==> src/rtl/axi4_lite_traffic_seq.sv <==
// rtl/axi4_lite_traffic_seq.sv - run controller for the AXI4-Lite memory traffic generator
// Sequences generator reset/start per pass, watches done/error/timeout and reports run status.
module axi4_lite_traffic_seq #(
   parameter int unsigned NUM_PASSES       = 4,
   parameter int unsigned GEN_RESET_CYCLES = 16,
   parameter int unsigned TIMEOUT_CYCLES   = 100000000,
   parameter int unsigned PASS_CNT_W       = 16
) (
   input  logic                  clk_i,
   input  logic                  reset_n_i,
   input  logic                  go_i,
   input  logic                  abort_i,
   output logic                  gen_reset_n_o,
   output logic                  gen_start_o,
   input  logic                  gen_done_i,
   input  logic                  gen_wr_error_i,
   input  logic                  gen_rd_error_i,
   output logic                  busy_o,
   output logic                  pass_o,
   output logic                  fail_o,
   output logic [2:0]            fail_code_o,
   output logic [PASS_CNT_W-1:0] pass_count_o
);

   localparam int unsigned RST_W = $clog2(GEN_RESET_CYCLES);
   localparam int unsigned TMO_W = $clog2(TIMEOUT_CYCLES);
   localparam logic [RST_W-1:0]      RST_LAST   = RST_W'(GEN_RESET_CYCLES - 1);
   localparam logic [TMO_W-1:0]      TMO_LAST   = TMO_W'(TIMEOUT_CYCLES - 1);
   localparam logic [PASS_CNT_W-1:0] CNT_MAX    = '1;
   localparam logic [PASS_CNT_W-1:0] CNT_TARGET = PASS_CNT_W'(NUM_PASSES);
   localparam bit                    FINITE     = (NUM_PASSES != 0);

   typedef enum logic [2:0] {
      S_IDLE,
      S_RESET_GEN,
      S_RUN,
      S_DONE,
      S_FAIL
   } state_t;

   state_t                  state_q, state_d;
   logic [RST_W-1:0]        rst_cnt_q, rst_cnt_d;
   logic [TMO_W-1:0]        tmo_cnt_q, tmo_cnt_d;
   logic [PASS_CNT_W-1:0]   pass_cnt_q, pass_cnt_d;
   logic [PASS_CNT_W-1:0]   pass_inc;
   logic [2:0]              fail_code_q, fail_code_d;
   logic                    go_prev_q;
   logic                    go_rise;
   logic                    gen_reset_n_q, gen_start_q, busy_q, pass_q, fail_q;

   assign go_rise  = go_i & ~go_prev_q;
   assign pass_inc = (pass_cnt_q == CNT_MAX) ? pass_cnt_q : pass_cnt_q + 1'b1;

   always_comb begin
      state_d     = state_q;
      rst_cnt_d   = rst_cnt_q;
      tmo_cnt_d   = tmo_cnt_q;
      pass_cnt_d  = pass_cnt_q;
      fail_code_d = fail_code_q;
      unique case (state_q)
         S_IDLE, S_DONE, S_FAIL: begin
            if (go_rise) begin
               state_d     = S_RESET_GEN;
               rst_cnt_d   = '0;
               pass_cnt_d  = '0;
               fail_code_d = '0;
            end
         end
         S_RESET_GEN: begin
            if (abort_i) begin
               state_d = S_IDLE;
            end else if (rst_cnt_q == RST_LAST) begin
               state_d   = S_RUN;
               tmo_cnt_d = '0;
            end else begin
               rst_cnt_d = rst_cnt_q + 1'b1;
            end
         end
         S_RUN: begin
            tmo_cnt_d = tmo_cnt_q + 1'b1;
            // Priority: abort, then error, then done, then timeout.
            if (abort_i) begin
               state_d = S_IDLE;
            end else if (gen_wr_error_i || gen_rd_error_i) begin
               state_d     = S_FAIL;
               fail_code_d = {1'b0, gen_rd_error_i, gen_wr_error_i};
            end else if (gen_done_i) begin
               pass_cnt_d = pass_inc;
               if (FINITE && (pass_inc == CNT_TARGET)) begin
                  state_d = S_DONE;
               end else begin
                  state_d   = S_RESET_GEN;
                  rst_cnt_d = '0;
               end
            end else if (tmo_cnt_q == TMO_LAST) begin
               state_d     = S_FAIL;
               fail_code_d = 3'b100;
            end
         end
         default: state_d = S_IDLE;
      endcase
   end

   // Outputs are decoded from the next state so they change on the same edge as the state.
   always_ff @(posedge clk_i or negedge reset_n_i) begin
      if (!reset_n_i) begin
         state_q       <= S_IDLE;
         rst_cnt_q     <= '0;
         tmo_cnt_q     <= '0;
         pass_cnt_q    <= '0;
         fail_code_q   <= '0;
         go_prev_q     <= 1'b1;
         gen_reset_n_q <= 1'b0;
         gen_start_q   <= 1'b0;
         busy_q        <= 1'b0;
         pass_q        <= 1'b0;
         fail_q        <= 1'b0;
      end else begin
         state_q       <= state_d;
         rst_cnt_q     <= rst_cnt_d;
         tmo_cnt_q     <= tmo_cnt_d;
         pass_cnt_q    <= pass_cnt_d;
         fail_code_q   <= fail_code_d;
         go_prev_q     <= go_i;
         gen_reset_n_q <= (state_d == S_RUN);
         gen_start_q   <= (state_d == S_RUN);
         busy_q        <= (state_d == S_RUN) || (state_d == S_RESET_GEN);
         pass_q        <= (state_d == S_DONE);
         fail_q        <= (state_d == S_FAIL);
      end
   end

   assign gen_reset_n_o = gen_reset_n_q;
   assign gen_start_o   = gen_start_q;
   assign busy_o        = busy_q;
   assign pass_o        = pass_q;
   assign fail_o        = fail_q;
   assign fail_code_o   = fail_code_q;
   assign pass_count_o  = pass_cnt_q;

endmodule

==> config.mk <==
export PLATFORM = sky130hd
export DESIGN_NAME = axi4_lite_traffic_seq
export DESIGN_NICKNAME = d
export VERILOG_FILES = /design/src/rtl/axi4_lite_traffic_seq.sv
export SDC_FILE = /design/constraint.sdc
export NUM_CORES = 1
export LEC_CHECK = 0
export CORE_UTILIZATION = 52
export DETAILED_ROUTE_END_ITERATION = 16
export PLACE_DENSITY = 0.7
export SETUP_SLACK_MARGIN = 0.15
export SLEW_MARGIN = 5
export SYNTH_ARGS = -nofsm -noshare
export SYNTH_HDL_FRONTEND = slang
export SYNTH_SLANG_ARGS = --single-unit
==> constraint.sdc <==
create_clock -name clk_i -period 8.2 [get_ports clk_i]
set_clock_uncertainty 0.1 [all_clocks]
set_input_delay 1.23 -clock clk_i [delete_from_list [all_inputs] [get_ports clk_i]]
set_output_delay 1.23 -clock clk_i [all_outputs]
set_load 0.05 [all_outputs]
==> impl_metrics.csv, run 1 <==
group,metric,value,unit
final_layout,area.growth.synth_to_final,15.8,%
power,switching_share,23.9,%
critical_path,crit_fanout,19,
power,total_power,0.000657,W
grt,grt_overflow,0,
sta,worst_slack,4.38,ns
clocking,cts_resized,0,
grt,use_met3,3.98,%
sta,slew_headroom,11.8,%
routing,drtIter0Drc,238,
sta,fmax,262,MHz
power,vdd_drop_max,125,uV
sta,finalMaxSlewViolations,0,
critical_path,end_kind,"flop",
sta,rsz0062_at_grt,"no",
routing,wl,7.68,mm
power,pwr-share-clk,46.7,%
final_layout,nets,416,
critical_path,cp.required,8.36,ns
grt,grt_pass1_wl,13.3,mm
placed_design,port_buffers,30,
die,ioPinCount,31,
routing,avgViaCountPerCell,6.02,
clocking,postCtsSetupRepairBufs,0,
grt,gr-max-usage-layer,"met2",
yosys,synth-edff-count,0,
power,p_leak,1.63,nW
placed_design,hpwl,5.26,mm
clocking,cts_inserted_buffers,9,
power,power_density,166,nW/um2
clocking,cts_tree,"built",
critical_path,critical_path_class,"input port to flop",
die,die_h,83.0,um
sta,worst_slew_pin_slew,1.32,ns
sta,fin_crit_sh,46.5,%
placed_design,dp_slack,4.12,ns
placed_design,gp_congestion,0.837,
sta,setup_viol,0,
hold_path,min_path_type,"flop to flop",
grt,grt_util_met2,35.2,%
routing,routedWlPerCell,15.7,um
yosys,yosys_warnings,0,
clocking,cts-hold-fix-buffers,0,
clocking,insertion_delay,0.34,ns
die,coreArea,6350,um2
grt,grt_pass1_vias,2830,
die,die_w,83.0,um
clocking,htreeDepth,3,
clocking,clk_pin_slew,0.07,ns
critical_path,startpoint_type,"input port",
yosys,synthesis.area,3410,um2
yosys,ys_seq_area_share,42.6,%
yosys,ys_ff_latch,58,
power,switchingPower,0.000157,W
yosys,synth_area_per_cell,9.01,um2
outcome,run_status,"finished, final reports clean",
grt,grt_usage,23.8,%
yosys,synthCells,379,
sta,finalHoldViolCount,0,
power,pwr-share-comb,6.6,%
yosys,async_flop_share,100,%
grt,grt_max_degree,59,
power,seqPwrFrac,46.7,%
clocking,cts_num_sinks,58,
flow_run,cap_violations,0,
yosys,synth_cell_types,61,
routing,via_count,2938,
die,initial_core_util,53.8,%
grt,antenna_found_initial,0,
power,intPower,0.000500,W
yosys,syn_nets,389,
grt,grt.met1_usage,34.3,%
sta,finalSetupTns,0,ns
die,dieArea,6890,um2
yosys,synth-main-ff-cell,"dfrtp_1",
routing,postRouteAntennaNets,0,
die,rows,29,
clocking,clk_path_buf_depth,2,
final_layout,drive_gt1_share,9.00,%
final_layout,layout_commonest_cell,"dfrtp_1",
critical_path,critPathArrivalTime,3.97,ns
sta,fin_crit,3.82,ns
clocking,cts_root_buf,"clkbuf_8",
routing,dr.pass1.iters,6,
routing,route.detailed.drc,0,
final_layout,mostFrequentLayoutCells,"dfrtp_1, nor2_1, nand2_1",
final_layout,insertedDiodeCount,0,
routing by layer:
metal,vias to the layer above,share of wire [%]
met3,12,4.4
met5,-,0
met2,84,45
met4,0,1.8
li1,1431,-
met1,1411,48
Yosys cell counts, types with 3 or more instances:
cell type / number / area share [%]
a21oi_1: 22 / 3.2
a31o_2: 3 / 0.77
a31oi_1: 3 / 0.55
and2_1: 4 / 0.73
and3_1: 10 / 1.8
and4_1: 4 / 1.0
buf_2: 5 / 0.73
buf_4: 4 / 0.88
clkbuf_1: 6 / 0.66
dfrtp_1: 57 / 42
ha_1: 3 / 1.1
inv_1: 13 / 1.4
nand2_1: 34 / 3.7
nand2b_1: 5 / 0.92
nand3_1: 26 / 3.8
nand4_1: 12 / 2.2
nor2_1: 45 / 4.9
nor2b_1: 4 / 0.73
nor3_1: 8 / 1.2
nor4_1: 6 / 1.1
o21ai_0: 21 / 3.1
o31ai_1: 7 / 1.5
o41ai_1: 4 / 1.0
or3_1: 4 / 0.73
or4_1: 4 / 0.88
xnor2_1: 11 / 2.8
xor2_1: 13 / 3.3
sequential cells by signal (all words and copies together), names as in the netlist:
name          cells
go_prev_q         1
tmo_cnt_q        27
pass_count_o     16
busy_o            1
pass_o            1
state_q           3
rst_cnt_q         4
fail_code_o       3
gen_start_o       1
fail_o            1
stage by stage:
| stage | hold WS, ns | utilization [%] | cell area (um2) | std cells |
|---|---|---|---|---|
| after floorplan | 0.377 | - | 3410 | 379 |
| after global placement | 0.402 | 58.6 | 3720 | 472 |
| after detailed placement | 0.405 | 58.6 | 3720 | 472 |
| after CTS | 0.415 | 62.2 | 3950 | 488 |
| after global routing | 0.463 | 62.2 | 3950 | 488 |
| final | 0.414 | 62.2 | 3950 | 488 |
layout make-up:
type / instances / area, um2
well taps: 77 / 96.3
clock inverters: 4 / 73.8
clock buffers: 12 / 155
inverters: 13 / 48.8
flip-flops and latches: 58 / 1450
fillers: 529 / 2400
repair buffers: 32 / 310
multi-input cells: 292 / 1810
cell families (layout without fill, tap and decap cells):
| logic type | count (synthesis) | after routing | share of synthesized area (%) |
|---|---|---|---|
| muxes | 5 | 5 | 1.58 |
| adders and majority gates | 3 | 3 | 1.10 |
| buffers and inverters | 29 | 61 | 4.29 |
| and+or+nand+nor | 181 | 181 | 28.7 |
| DFF | 58 | 58 | 42.6 |
| xor gates and xnor gates | 24 | 24 | 6.16 |
| AOI/OAI and AO/OA | 79 | 79 | 15.6 |
worst paths after layout:
check | startpoint | endpoint | slack [ns] | depth (start not counted)
min in group asynchronous | reset_n_i | tmo_cnt_q[15] | 0.94 | 2
min | tmo_cnt_q[2] | tmo_cnt_q[2] | 0.41 | 1
max | gen_done_i | pass_count_o[6] | 4.38 | 7
max reg2reg | pass_count_o[0] | rst_cnt_q[0] | 5.05 | 8
min reg2reg | tmo_cnt_q[2] | tmo_cnt_q[2] | 0.41 | 1
max in group asynchronous | reset_n_i | pass_count_o[10] | 6.56 | 2
critical path: stages:
cell and delay [ns]:
clkdlybuf4s50_1 0.55, and4b_1 0.21, and4_1 0.21, a211o_1 0.33, nor2_1 1.02, a41oi_1 0.22
a31oi_1 0.19
power groups by stage:
stage	sequential, W	combinational, W	clock, W
finish	0.000307	0.0000434	0.000307
detailed placement	0.000312	0.0000436	0
global route	0.000308	0.0000510	0.000323
global placement	0.000312	0.0000427	0
CTS	0.000307	0.0000438	0.000310
floorplan	0.000311	0.0000269	0
Power figures use the tool's default switching activity.
==> run 2, diff against run 1 <==
clock period = 3.6 ns   (was 8.2 ns; I/O delays follow)
==> run 2 against run 1 <==
  * Global-route usage hardly changed
  * Critical path depth is 1 higher
  * Critical path type is now flop to flop
  * Sequential cell count stayed put
  * Design area hardly changed
  * Wire length is 1.7% higher
  * First-iteration DRC count is 5.9% higher
==> impl_metrics.csv, run 2 (synthesized netlist as in run 1, its figures left out) <==
group,metric,value,unit
sta,finalMaxSlewViolations,0,
power,pwr-share-clk,44.0,%
routing,via_count,2989,
power,switching_share,24.1,%
power,p_leak,1.64,nW
routing,drtIter0Drc,252,
sta,fin_crit_sh,84.3,%
die,die_h,83.0,um
critical_path,end_kind,"flop",
critical_path,crit_fanout,9,
critical_path,slowest_stage,"or4_1",
clocking,cts_num_sinks,58,
final_layout,insertedDiodeCount,0,
flow_run,cap_violations,0,
placed_design,gp_congestion,0.919,
clocking,cts_root_buf,"clkbuf_8",
final_layout,regArea,1450,um2
sta,slew_headroom,32.2,%
power,intPower,0.00108,W
outcome,run_status,"finished, final reports clean",
grt,grt_pass1_wl,13.1,mm
critical_path,cp.required,3.73,ns
grt,grt_overflow,0,
grt,grt_usage,23.8,%
power,seqPwrFrac,49.0,%
critical_path,critical_path_class,"flop to flop",
die,initial_core_util,53.8,%
grt,grt_max_degree,46,
power,vdd_drop_max,280,uV
die,die_w,83.0,um
sta,fmax,329,MHz
sta,finalSetupTns,0,ns
clocking,clk_path_buf_depth,2,
placed_design,place_area,3740,um2
sta,hold_ws,0.269,ns
critical_path,timing.rr.end,"rst_cnt_q[0]",
critical_path,r2r_start,"pass_count_o[1]",
power,switchingPower,0.000344,W
sta,setup_viol,0,
final_layout,nFillCells,542,
die,coreArea,6350,um2
routing,routedWlPerCell,15.9,um
sta,fin_crit,3.04,ns
sta,worst_slew_pin_slew,1.02,ns
clocking,htreeDepth,3,
final_layout,multi_input_area,1810,um2
final_layout,layout_commonest_cell,"dfrtp_1",
routing,avgViaCountPerCell,6.10,
placed_design,hpwl,5.31,mm
routing,route.detailed.drc,0,
clocking,clk_pin_slew,0.07,ns
routing,dr.pass1.iters,5,
die,dieArea,6890,um2
die,rows,29,
critical_path,cpPeakStageDelay,0.74,ns
die,ioPinCount,31,
clocking,cts_inserted_buffers,9,
final_layout,regMostFlops,"tmo_cnt_q",
clocking,cts_tree,"built",
final_layout,drive_gt1_share,9.44,%
clocking,insertion_delay,0.35,ns
critical_path,crit_chain,"ha_1 -> nand3_1 -> or4_1 -> a211oi_2 -> a31o_2 -> nand4b_4 -> nand2_2 -> mux2_1",
final_layout,area.growth.synth_to_final,15.7,%
critical_path,crit_end,"rst_cnt_q[0]",
routing,wl,7.81,mm
final_layout,stdcell_area,3950,um2
sta,finalHoldViolCount,0,
final_layout,mostFrequentLayoutCells,"dfrtp_1, nor2_1, nand2_1",
critical_path,critPathArrivalTime,3.16,ns
clocking,cts_resized,0,
final_layout,nets,419,
final_layout,largest_register_ffs,27,
power,power_density,362,nW/um2
clocking,postCtsSetupRepairBufs,0,
power,total_power,0.00143,W
clocking,cts-hold-fix-buffers,0,
hold_path,min_path_type,"input port to asynchronous set/reset pin",
sta,rsz0062_at_grt,"no",
routing,postRouteAntennaNets,0,
critical_path,startpoint_type,"flop",
critical_path,r2r_slack,0.56,ns
final_layout,fin_util,62.2,%
power,pwr-share-comb,7.0,%
grt,antenna_found_initial,0,
critical_path,cp-startpoint,"pass_count_o[1]",
critical_path,reg2regPathDepth,8,
placed_design,port_buffers,30,
grt,grt_pass1_vias,2662,
==> run 2: cell count changes in the layout (fill, tap and decap cells not counted), sizes merged <==
cell,delta
bufinv,-1
clkinv,-1
clkbuf,+1
buf,+3
==> run 2: stage by stage <==
step	std cells	worst slack (ns)
after CTS	490	0.598
final	490	0.564
after detailed placement	475	0.378
after global placement	475	0.466
after floorplan	379	0.587
after global routing	490	0.378
==> run 2: area by class of cell <==
cell class | instances | area share (%)
Timing Repair Buffer | 35 | 8.43
Multi-Input combinational cell | 292 | 45.9
Clock buffer | 13 | 4.28
Sequential cell | 58 | 36.8
Inverter | 13 | 1.24
Tap cell | 77 | 2.44
Clock inverter | 2 | 0.887
==> run 2: worst max-delay path: cells and delay by family (launching register included) <==
family	cells	cell delay (ns)
flops	1	0.45
compound gates	2	0.39
simple gates	4	1.33
fa+ha+maj	1	0.32
mux	1	0.32
==> run 2: power by group through the flow <==
stage / Clock (W) / Sequential (W) / Combinational, W
CTS: 0.000640 / 0.000700 / 0.000101
global placement: 0 / 0.000711 / 0.0000984
floorplan: 0 / 0.000708 / 0.0000613
global route: 0.000668 / 0.000703 / 0.000115
detailed placement: 0 / 0.000711 / 0.000101
finish: 0.000629 / 0.000700 / 0.0000997
==> run 2: worst min path at each step <==
stage / startpoint / end / slack [ns] / depth (start not counted)
global placement: tmo_cnt_q[2] / tmo_cnt_q[2] / 0.40 / 1
floorplan: reset_n_i / busy_o / 0.14 / 0
CTS: reset_n_i / tmo_cnt_q[18] / 0.31 / 1
detailed placement: tmo_cnt_q[2] / tmo_cnt_q[2] / 0.41 / 1
finish: reset_n_i / tmo_cnt_q[17] / 0.27 / 1
global route: reset_n_i / tmo_cnt_q[17] / 0.34 / 1
==> run 2: metal layers <==
metal | track usage (%) | wire (um) | vias to the layer above | share of wire (%)
met5 | 0 | 0 | - | 0
met4 | 7.52 | 137 | 0 | 1.8
met3 | 6.26 | 350 | 14 | 4.5
met2 | 36.0 | 3560 | 81 | 46
met1 | 33.5 | 3770 | 1465 | 48
li1 | - | - | 1429 | -
